**config.mk**
```make
export PLATFORM = sky130hd
export DESIGN_NAME = axis_uart_tx
export DESIGN_NICKNAME = d
export VERILOG_FILES = /design/src/rtl/axis_uart_tx.sv
export SDC_FILE = /design/constraint.sdc
export NUM_CORES = 1
export LEC_CHECK = 0
export CAP_MARGIN = 20
export CORE_MARGIN = 1.5
export CORE_UTILIZATION = 35
export DETAILED_ROUTE_END_ITERATION = 8
export PLACE_DENSITY = 0.52
export SLEW_MARGIN = 10
export SYNTH_ARGS = -nofsm -noshare
export SYNTH_HDL_FRONTEND = slang
export SYNTH_SLANG_ARGS = --single-unit
```
**constraint.sdc**
```tcl
create_clock -name clk_sys -period 6.1 [get_ports clk_sys]
set_input_delay 0.915 -clock clk_sys [delete_from_list [all_inputs] [get_ports clk_sys]]
set_output_delay 0.915 -clock clk_sys [all_outputs]
set_load 0.01 [all_outputs]
```
**src/rtl/axis_uart_tx.sv**
```systemverilog
`default_nettype none
// ============================================================================
// Module   : axis_uart_tx
// Purpose  : AXI-Stream slave to UART transmitter (start, LSB-first data,
//            optional parity, 1 or 2 stop bits), bit = prescale*8 clk_sys.
// Revision : 1.0 - initial release
// ============================================================================
module axis_uart_tx #(
    parameter int DATA_WIDTH = 8,
    parameter int PARITY     = 0,
    parameter int STOP_BITS  = 1
) (
    input  logic                  clk_sys,
    input  logic                  async_rst,
    input  logic [DATA_WIDTH-1:0] s_axis_tdata,
    input  logic                  s_axis_tvalid,
    output logic                  s_axis_tready,
    input  logic [15:0]           prescale,
    output logic                  txd,
    output logic                  busy
);

    typedef enum logic [2:0] {
        S_IDLE   = 3'd0,
        S_START  = 3'd1,
        S_DATA   = 3'd2,
        S_PARITY = 3'd3,
        S_STOP   = 3'd4
    } state_t;

    localparam logic [3:0] c_DATA_LAST = 4'(DATA_WIDTH - 1);
    localparam logic [3:0] c_STOP_LAST = 4'(STOP_BITS - 1);

    generate
        if (PARITY < 0 || PARITY > 2) begin : g_bad_parity
            $error("axis_uart_tx: PARITY must be 0, 1 or 2");
        end
        if (STOP_BITS < 1 || STOP_BITS > 2) begin : g_bad_stop
            $error("axis_uart_tx: STOP_BITS must be 1 or 2");
        end
        if (DATA_WIDTH < 5 || DATA_WIDTH > 9) begin : g_bad_width
            $error("axis_uart_tx: DATA_WIDTH must be 5..9");
        end
    endgenerate

    state_t                state_q;
    logic [18:0]           period_q;
    logic [18:0]           timer_q;
    logic [DATA_WIDTH-1:0] shift_q;
    logic [3:0]            bit_cnt_q;
    logic                  parity_q;
    logic                  txd_q;
    logic                  tready_q;
    logic                  busy_q;

    logic [15:0] w_prescale_eff;
    logic [18:0] w_period;
    logic        w_accept;
    logic        w_bit_end;

    assign w_prescale_eff = (prescale == 16'd0) ? 16'd1 : prescale;
    assign w_period       = {w_prescale_eff, 3'b000} - 19'd1;
    assign w_accept       = s_axis_tvalid && tready_q;
    assign w_bit_end      = (timer_q == 19'd0);

    always_ff @(posedge clk_sys or posedge async_rst) begin
        if (async_rst) begin
            state_q   <= S_IDLE;
            period_q  <= '0;
            timer_q   <= '0;
            shift_q   <= '0;
            bit_cnt_q <= '0;
            parity_q  <= 1'b0;
            txd_q     <= 1'b1;
            tready_q  <= 1'b0;
            busy_q    <= 1'b0;
        end else begin
            // txd follows the current state, so it lags the state by one edge
            case (state_q)
                S_START:  txd_q <= 1'b0;
                S_DATA:   txd_q <= shift_q[0];
                S_PARITY: txd_q <= parity_q;
                default:  txd_q <= 1'b1;
            endcase

            if (state_q != S_IDLE) begin
                timer_q <= w_bit_end ? period_q : timer_q - 19'd1;
            end

            case (state_q)
                S_IDLE: begin
                    if (w_accept) begin
                        shift_q   <= s_axis_tdata;
                        parity_q  <= (^s_axis_tdata) ^ (PARITY == 2);
                        period_q  <= w_period;
                        timer_q   <= w_period;
                        bit_cnt_q <= '0;
                        state_q   <= S_START;
                        tready_q  <= 1'b0;
                        busy_q    <= 1'b1;
                    end else begin
                        tready_q  <= 1'b1;
                    end
                end
                S_START: begin
                    if (w_bit_end) begin
                        state_q <= S_DATA;
                    end
                end
                S_DATA: begin
                    if (w_bit_end) begin
                        shift_q <= shift_q >> 1;
                        if (bit_cnt_q == c_DATA_LAST) begin
                            bit_cnt_q <= '0;
                            state_q   <= (PARITY != 0) ? S_PARITY : S_STOP;
                        end else begin
                            bit_cnt_q <= bit_cnt_q + 4'd1;
                        end
                    end
                end
                S_PARITY: begin
                    if (w_bit_end) begin
                        state_q <= S_STOP;
                    end
                end
                S_STOP: begin
                    if (w_bit_end) begin
                        if (bit_cnt_q == c_STOP_LAST) begin
                            bit_cnt_q <= '0;
                            state_q   <= S_IDLE;
                            busy_q    <= 1'b0;
                            tready_q  <= 1'b1;
                        end else begin
                            bit_cnt_q <= bit_cnt_q + 4'd1;
                        end
                    end
                end
                default: begin
                    state_q <= S_IDLE;
                end
            endcase
        end
    end

    assign s_axis_tready = tready_q;
    assign txd           = txd_q;
    assign busy          = busy_q;

endmodule
`default_nettype wire
```
==> results of run 1 <==
routing by layer:
layer / share of wire [%] / vias up
met4: 0.78 / 0
met5: 0 / -
met2: 45 / 56
met3: 4.5 / 5
li1: - / 1371
met1: 50 / 1353
per-stage QoR:
step                      hold WS, ps  instance area (sq um)  cells
final                             486                   3670    493
after global routing              515                   3670    493
after CTS                         491                   3670    493
after detailed placement          466                   3550    485
after global placement            456                   3550    485
after floorplan                   440                   3170    362
worst min-delay path by stage:
stage | from | end
after floorplan | period_q[17]$_DFFE_PP0P_ | period_q[17]$_DFFE_PP0P_
after global placement | period_q[14]$_DFFE_PP0P_ | period_q[14]$_DFFE_PP0P_
after detailed placement | period_q[7]$_DFFE_PP0P_ | period_q[7]$_DFFE_PP0P_
after CTS | period_q[7]$_DFFE_PP0P_ | period_q[7]$_DFFE_PP0P_
after global routing | shift_q[2]$_DFFE_PP0P_ | shift_q[2]$_DFFE_PP0P_
final | period_q[7]$_DFFE_PP0P_ | period_q[7]$_DFFE_PP0P_
cells by family (layout without fill, tap and decap cells):
kind of cell               count (synthesis)  in the layout  share of synthesized area, %
and+or+nand+nor                          153            153                          24.1
xor gates and xnor gates                  18             18                          4.98
buffers and inverters                     27             50                          3.32
AOI/OAI and AO/OA                        102            102                          21.6
muxes                                      3              3                         0.987
adders and majority gates                  4              4                          1.58
DFF                                       55             55                          43.5
final cells by class:
type                       count  area [sq um]
clock inverter                 2          35.0
clock buffer                   6          82.6
fill                         883          5090
inverter                       9          33.8
timing repair buffer          33           320
tap                          108           135
multi-input combinational    280          1690
sequential                    55          1380
state kept, by name, summed over array words and instances (netlist names):
register,flops
timer_q,19
period_q,17
shift_q,8
bit_cnt_q,4
state_q,3
busy,1
parity_q,1
s_axis_tready,1
txd,1
where the power goes:
| group | switching (W) | total (W) | leakage (nW) | internal [W] |
|---|---|---|---|---|
| Combinational | 0.0000275 | 0.0000538 | 0.717 | 0.0000263 |
| Clock | 0.000125 | 0.000258 | 0.0612 | 0.000133 |
| Sequential | 0 | 0.000364 | 0.683 | 0.000364 |
worst max-delay path: stages:
cell             delay (ps)
clkdlybuf4s50_1         570
nor4_1                   90
and3_1                  250
a31oi_1                 310
ha_1                    240
nor3b_1                 680
a21o_1                  210
a21oi_1                  80
a311o_1                 290
a311oi_1                200
synth_stat cells (6+ instances only):
master / n
nor2_1: 41
o21ai_0: 28
dfrtp_1: 54
nor4_1: 8
xnor2_1: 15
a21oi_1: 15
o21a_1: 7
nor3_1: 14
o22a_1: 6
clkbuf_1: 15
inv_1: 9
nand2_1: 39
nand3_1: 11
==> impl_metrics.py, run 1 <==
metrics = {
    "run_status": {
        "status": "finished, final reports clean",
    },
    "placed_design": {
        "portBuffers": 29,
        "place_ws_ps": 2170,
        "gp_congestion": 0.740,
        "hpwl_mm": 5.59,
    },
    "finish": {
        "area_growth_pct": 15.8,
        "layout_common_cells": "54 x dfrtp_1, 41 x nor2_1, 39 x nand2_1",
        "final_common_cell": "dfrtp_1",
        "layout-drive-gt1-share_pct": 6.23,
        "final_nets": 415,
        "final_core_util_pct": 41.9,
        "diodes": 0,
    },
    "synthesis": {
        "ys_async_sr_fraction_pct": 100,
        "synthFlopType": "dfrtp_1",
        "synthCells": 362,
        "synth_area_sq_um": 3170,
        "yosysTopAreaCellShare_pct": 42.7,
        "synth-edff-count": 0,
        "yosysSeqAreaShare_pct": 43.5,
        "avgSynthCellArea_sq_um": 8.75,
        "synth.area.top_cells": "dfrtp_1 43%, nor2_1 4.9%, nand2_1 4.6%",
        "synth_nets": 393,
        "synth_top_area_cell": "dfrtp_1",
        "yosys_warnings": 0,
        "yosysUniqueCellTypes": 56,
        "ys_ff_latch": 55,
    },
    "clock_network": {
        "cts_sinks": 55,
        "cts.clk_slew.worst_paths_ps": 100,
        "numCtsBuffers": 5,
        "holdBufCountCts": 0,
        "cts_htree_levels": 2,
        "cts_setup_buffers": 0,
        "cts_root_buffer": "clkbuf_8",
        "cts-resized-gates": 0,
        "insertion_delay_ps": 310,
        "tritoncts": "yes",
        "cts.path.max_buffers": 2,
    },
    "timing": {
        "hold_violations": 0,
        "maxSlewViolCount": 0,
        "setup_viol": 0,
        "fmax_mhz": 276,
        "setup_tns_ps": 0,
        "tightest_slew_ps": 803,
        "layout_worst_path_cycle_share_pct": 59.3,
        "finalCriticalPeriod_ps": 3620,
        "rsz0062_at_grt": "false",
        "slew_headroom_pct": 46.0,
        "setup_ws_ps": 2480,
        "finalClockSkew_ps": 5.00,
    },
    "job": {
        "max_cap_violations": 0,
    },
    "setup_path": {
        "critPathArrivalTime_ps": 3840,
        "worstPathMaxFanout": 7,
        "ff2ff_setup_slack_ps": 3610,
        "r2r-end": "timer_q[4]$_DFF_PP0_",
        "cp-end-kind": "flip-flop",
        "start_kind": "primary input",
        "setup.worst_path.end": "timer_q[11]$_DFF_PP0_",
        "ff2ff_path_depth": 7,
        "r2r_start": "timer_q[0]$_DFF_PP0_",
        "worstSetupStartpoint": "prescale[0]",
        "critPathKind": "primary input to flip-flop",
        "required_ps": 6320,
    },
    "min_path": {
        "whs_path_depth": 2,
        "hold_path.class": "flip-flop to flip-flop",
    },
    "grt": {
        "grt_use_met1_pct": 25.5,
        "met2_usage_pct": 26.9,
        "grt_pass1_vias": 2614,
        "use_met3_pct": 2.93,
        "grt_max_degree": 56,
        "gr-total-overflow": 0,
        "grt_pass1_wl_mm": 13.5,
        "track_usage_pct": 17.3,
        "antenna_found_initial": 0,
        "busiest_layer": "met2",
    },
    "floorplanning": {
        "core_region_area_sq_um": 8760,
        "start_util_pct": 36.2,
        "row_count": 34,
        "dieHeight_um": 98.1,
        "die_x_um": 98.1,
        "fp.dieArea_sq_um": 9630,
        "ioPinCount": 30,
    },
    "detailed_routing": {
        "routed_via_density": 5.65,
        "drc": 0,
        "num_vias": 2785,
        "drt_iter0_drc": 183,
        "wl_mm": 7.98,
        "dr.pass1.iters": 4,
        "drtAntennaViolNets": 0,
        "wl_per_cell_um": 16.2,
    },
    "power_and_ir_drop": {
        "p_total_w": 0.000676,
        "peakVddDrop_mv": 0.0940,
        "leakage_nw": 1.46,
        "pwr_density_cell_nw_per_um2": 184,
    },
}
Power figures use the tool's default switching activity.
==> run 2, diff against run 1 <==
- clock period: 6.1 -> 3.4 ns (I/O delays scaled with it)
==> run 2 against run 1 <==
Effect of this change:
- largest power group unchanged
- highest routed layer unchanged
- register-to-register slack worse by 2700 ps
- sequential share of layout area down 0.39 points
- sequential power up 80%
- critical endpoint unchanged
==> impl_metrics.py, run 2 (same netlist as run 1, synthesis figures left out) <==
metrics = {
    "timing": {
        "hold_slack_ps": 486,
        "layout_worst_path_cycle_share_pct": 85.7,
        "slew_headroom_pct": 51.4,
        "tightest_slew_ps": 730,
        "setup_tns_ps": 0,
        "setup_viol": 0,
        "finalCriticalPeriod_ps": 2910,
        "hold_violations": 0,
        "fmax_mhz": 343,
        "maxSlewViolCount": 0,
        "finalClockSkew_ps": 14.3,
        "rsz0062_at_grt": "false",
    },
    "setup_path": {
        "critPathArrivalTime_ps": 3090,
        "critPathKind": "primary input to flip-flop",
        "start_kind": "primary input",
        "cp-end-kind": "flip-flop",
        "required_ps": 3580,
        "worstPathMaxFanout": 5,
    },
    "clock_network": {
        "cts_htree_levels": 2,
        "cts.path.max_buffers": 2,
        "cts-resized-gates": 0,
        "cts.clk_slew.worst_paths_ps": 110,
        "numCtsBuffers": 5,
        "cts_root_buffer": "clkbuf_8",
        "tritoncts": "yes",
        "cts_sinks": 55,
        "holdBufCountCts": 0,
        "insertion_delay_ps": 320,
        "cts_setup_buffers": 0,
    },
    "floorplanning": {
        "die_x_um": 98.1,
        "row_count": 34,
        "core_region_area_sq_um": 8760,
        "ioPinCount": 30,
        "start_util_pct": 36.2,
        "fp.dieArea_sq_um": 9630,
        "dieHeight_um": 98.1,
    },
    "finish": {
        "fin_cells": 502,
        "final_common_cell": "dfrtp_1",
        "diodes": 0,
        "layout-drive-gt1-share_pct": 8.12,
        "layout_common_cells": "54 x dfrtp_1, 41 x nor2_1, 39 x nand2_1",
        "final_core_util_pct": 42.3,
        "area_growth_pct": 17.1,
        "largest-register": "timer_q",
        "top_regs": "timer_q x19, period_q x17, shift_q x8",
        "largest_register_ffs": 19,
        "final_nets": 424,
    },
    "power_and_ir_drop": {
        "peakVddDrop_mv": 0.170,
        "leakage_nw": 1.49,
        "pwr_density_cell_nw_per_um2": 307,
    },
    "detailed_routing": {
        "wl_mm": 8.12,
        "wl_per_cell_um": 16.2,
        "dr.pass1.iters": 4,
        "drtAntennaViolNets": 0,
        "num_vias": 2749,
        "drc": 0,
        "routed_via_density": 5.48,
        "drt_iter0_drc": 114,
    },
    "run_status": {
        "status": "finished, final reports clean",
    },
    "grt": {
        "gr-total-overflow": 0,
        "grt_max_degree": 56,
        "grt_pass1_vias": 2804,
        "grt_pass1_wl_mm": 14.0,
        "antenna_found_initial": 0,
        "track_usage_pct": 18.0,
    },
    "placed_design": {
        "dp_cells": 494,
        "portBuffers": 29,
        "hpwl_mm": 5.77,
        "gp_congestion": 0.797,
    },
    "min_path": {
        "hold_path.class": "flip-flop to flip-flop",
    },
    "job": {
        "max_cap_violations": 0,
    },
}
run 2: changes by cell type in the layout (fill, tap and decap cells not counted):
cell and delta:
clkinvlp_4 +1, buf_4 +9, clkbuf_8 -1, clkbuf_1 +1, inv_6 +1, bufinv_16 -1
clkinv_2 -1
run 2: per-layer routing:
layer	track usage, %	vias up	routed length, um
met3	3.08	11	311
met2	30.0	50	3710
met4	4.77	0	124
li1	-	1385	-
met1	24.5	1303	3970
met5	0	-	0
run 2: cell type report:
class | count | area, sq um
Clock buffer | 6 | 72.6
Clock inverter | 2 | 16.3
Fill cell | 905 | 5050
Inverter | 9 | 33.8
Multi-Input combinational cell | 280 | 1690
Sequential cell | 55 | 1380
Tap cell | 108 | 135
Timing Repair Buffer | 42 | 388
run 2: through the flow:
step	cell area, sq um	power, W	setup slack [ps]
2_1_floorplan	3170	0.000711	693
3_3_place_gp	3620	0.000768	247
3_5_place_dp	3620	0.000768	156
4_1_cts	3710	0.00115	505
5_1_grt	3710	0.00119	337
6_report	3710	0.00114	487
run 2: power by group:
group	internal (W)	switching [W]	total [W]
registers	0.000654	0	0.000654
logic	0.0000494	0.0000509	0.000100
clock network	0.000149	0.000234	0.000383
total	0.000852	0.000285	0.00114
run 2: path summary, 6_finish.rpt:
check | startpoint | to | slack [ps] | cells past startpoint
setup / recovery | prescale[0] | timer_q[11]$_DFF_PP0_ | 490 | 11
hold / removal | period_q[7]$_DFFE_PP0P_ | period_q[7]$_DFFE_PP0P_ | 490 | 2
setup reg to reg | timer_q[0]$_DFF_PP0_ | timer_q[4]$_DFF_PP0_ | 940 | 7
hold reg to reg | period_q[7]$_DFFE_PP0P_ | period_q[7]$_DFFE_PP0P_ | 490 | 2
max in group asynchronous | async_rst | timer_q[4]$_DFF_PP0_ | 2210 | 3
min in group asynchronous | async_rst | parity_q$_DFFE_PP0P_ | 700 | 3
run 2: worst max-delay path: stages:
cell and delay (ps):
clkdlybuf4s50_1 560, nor4_1 90, and3_1 200, a31oi_1 300, ha_1 240, nor3b_1 460, buf_4 220, nand3_1 70
a21oi_1 230, a311o_1 150, a311oi_1 40
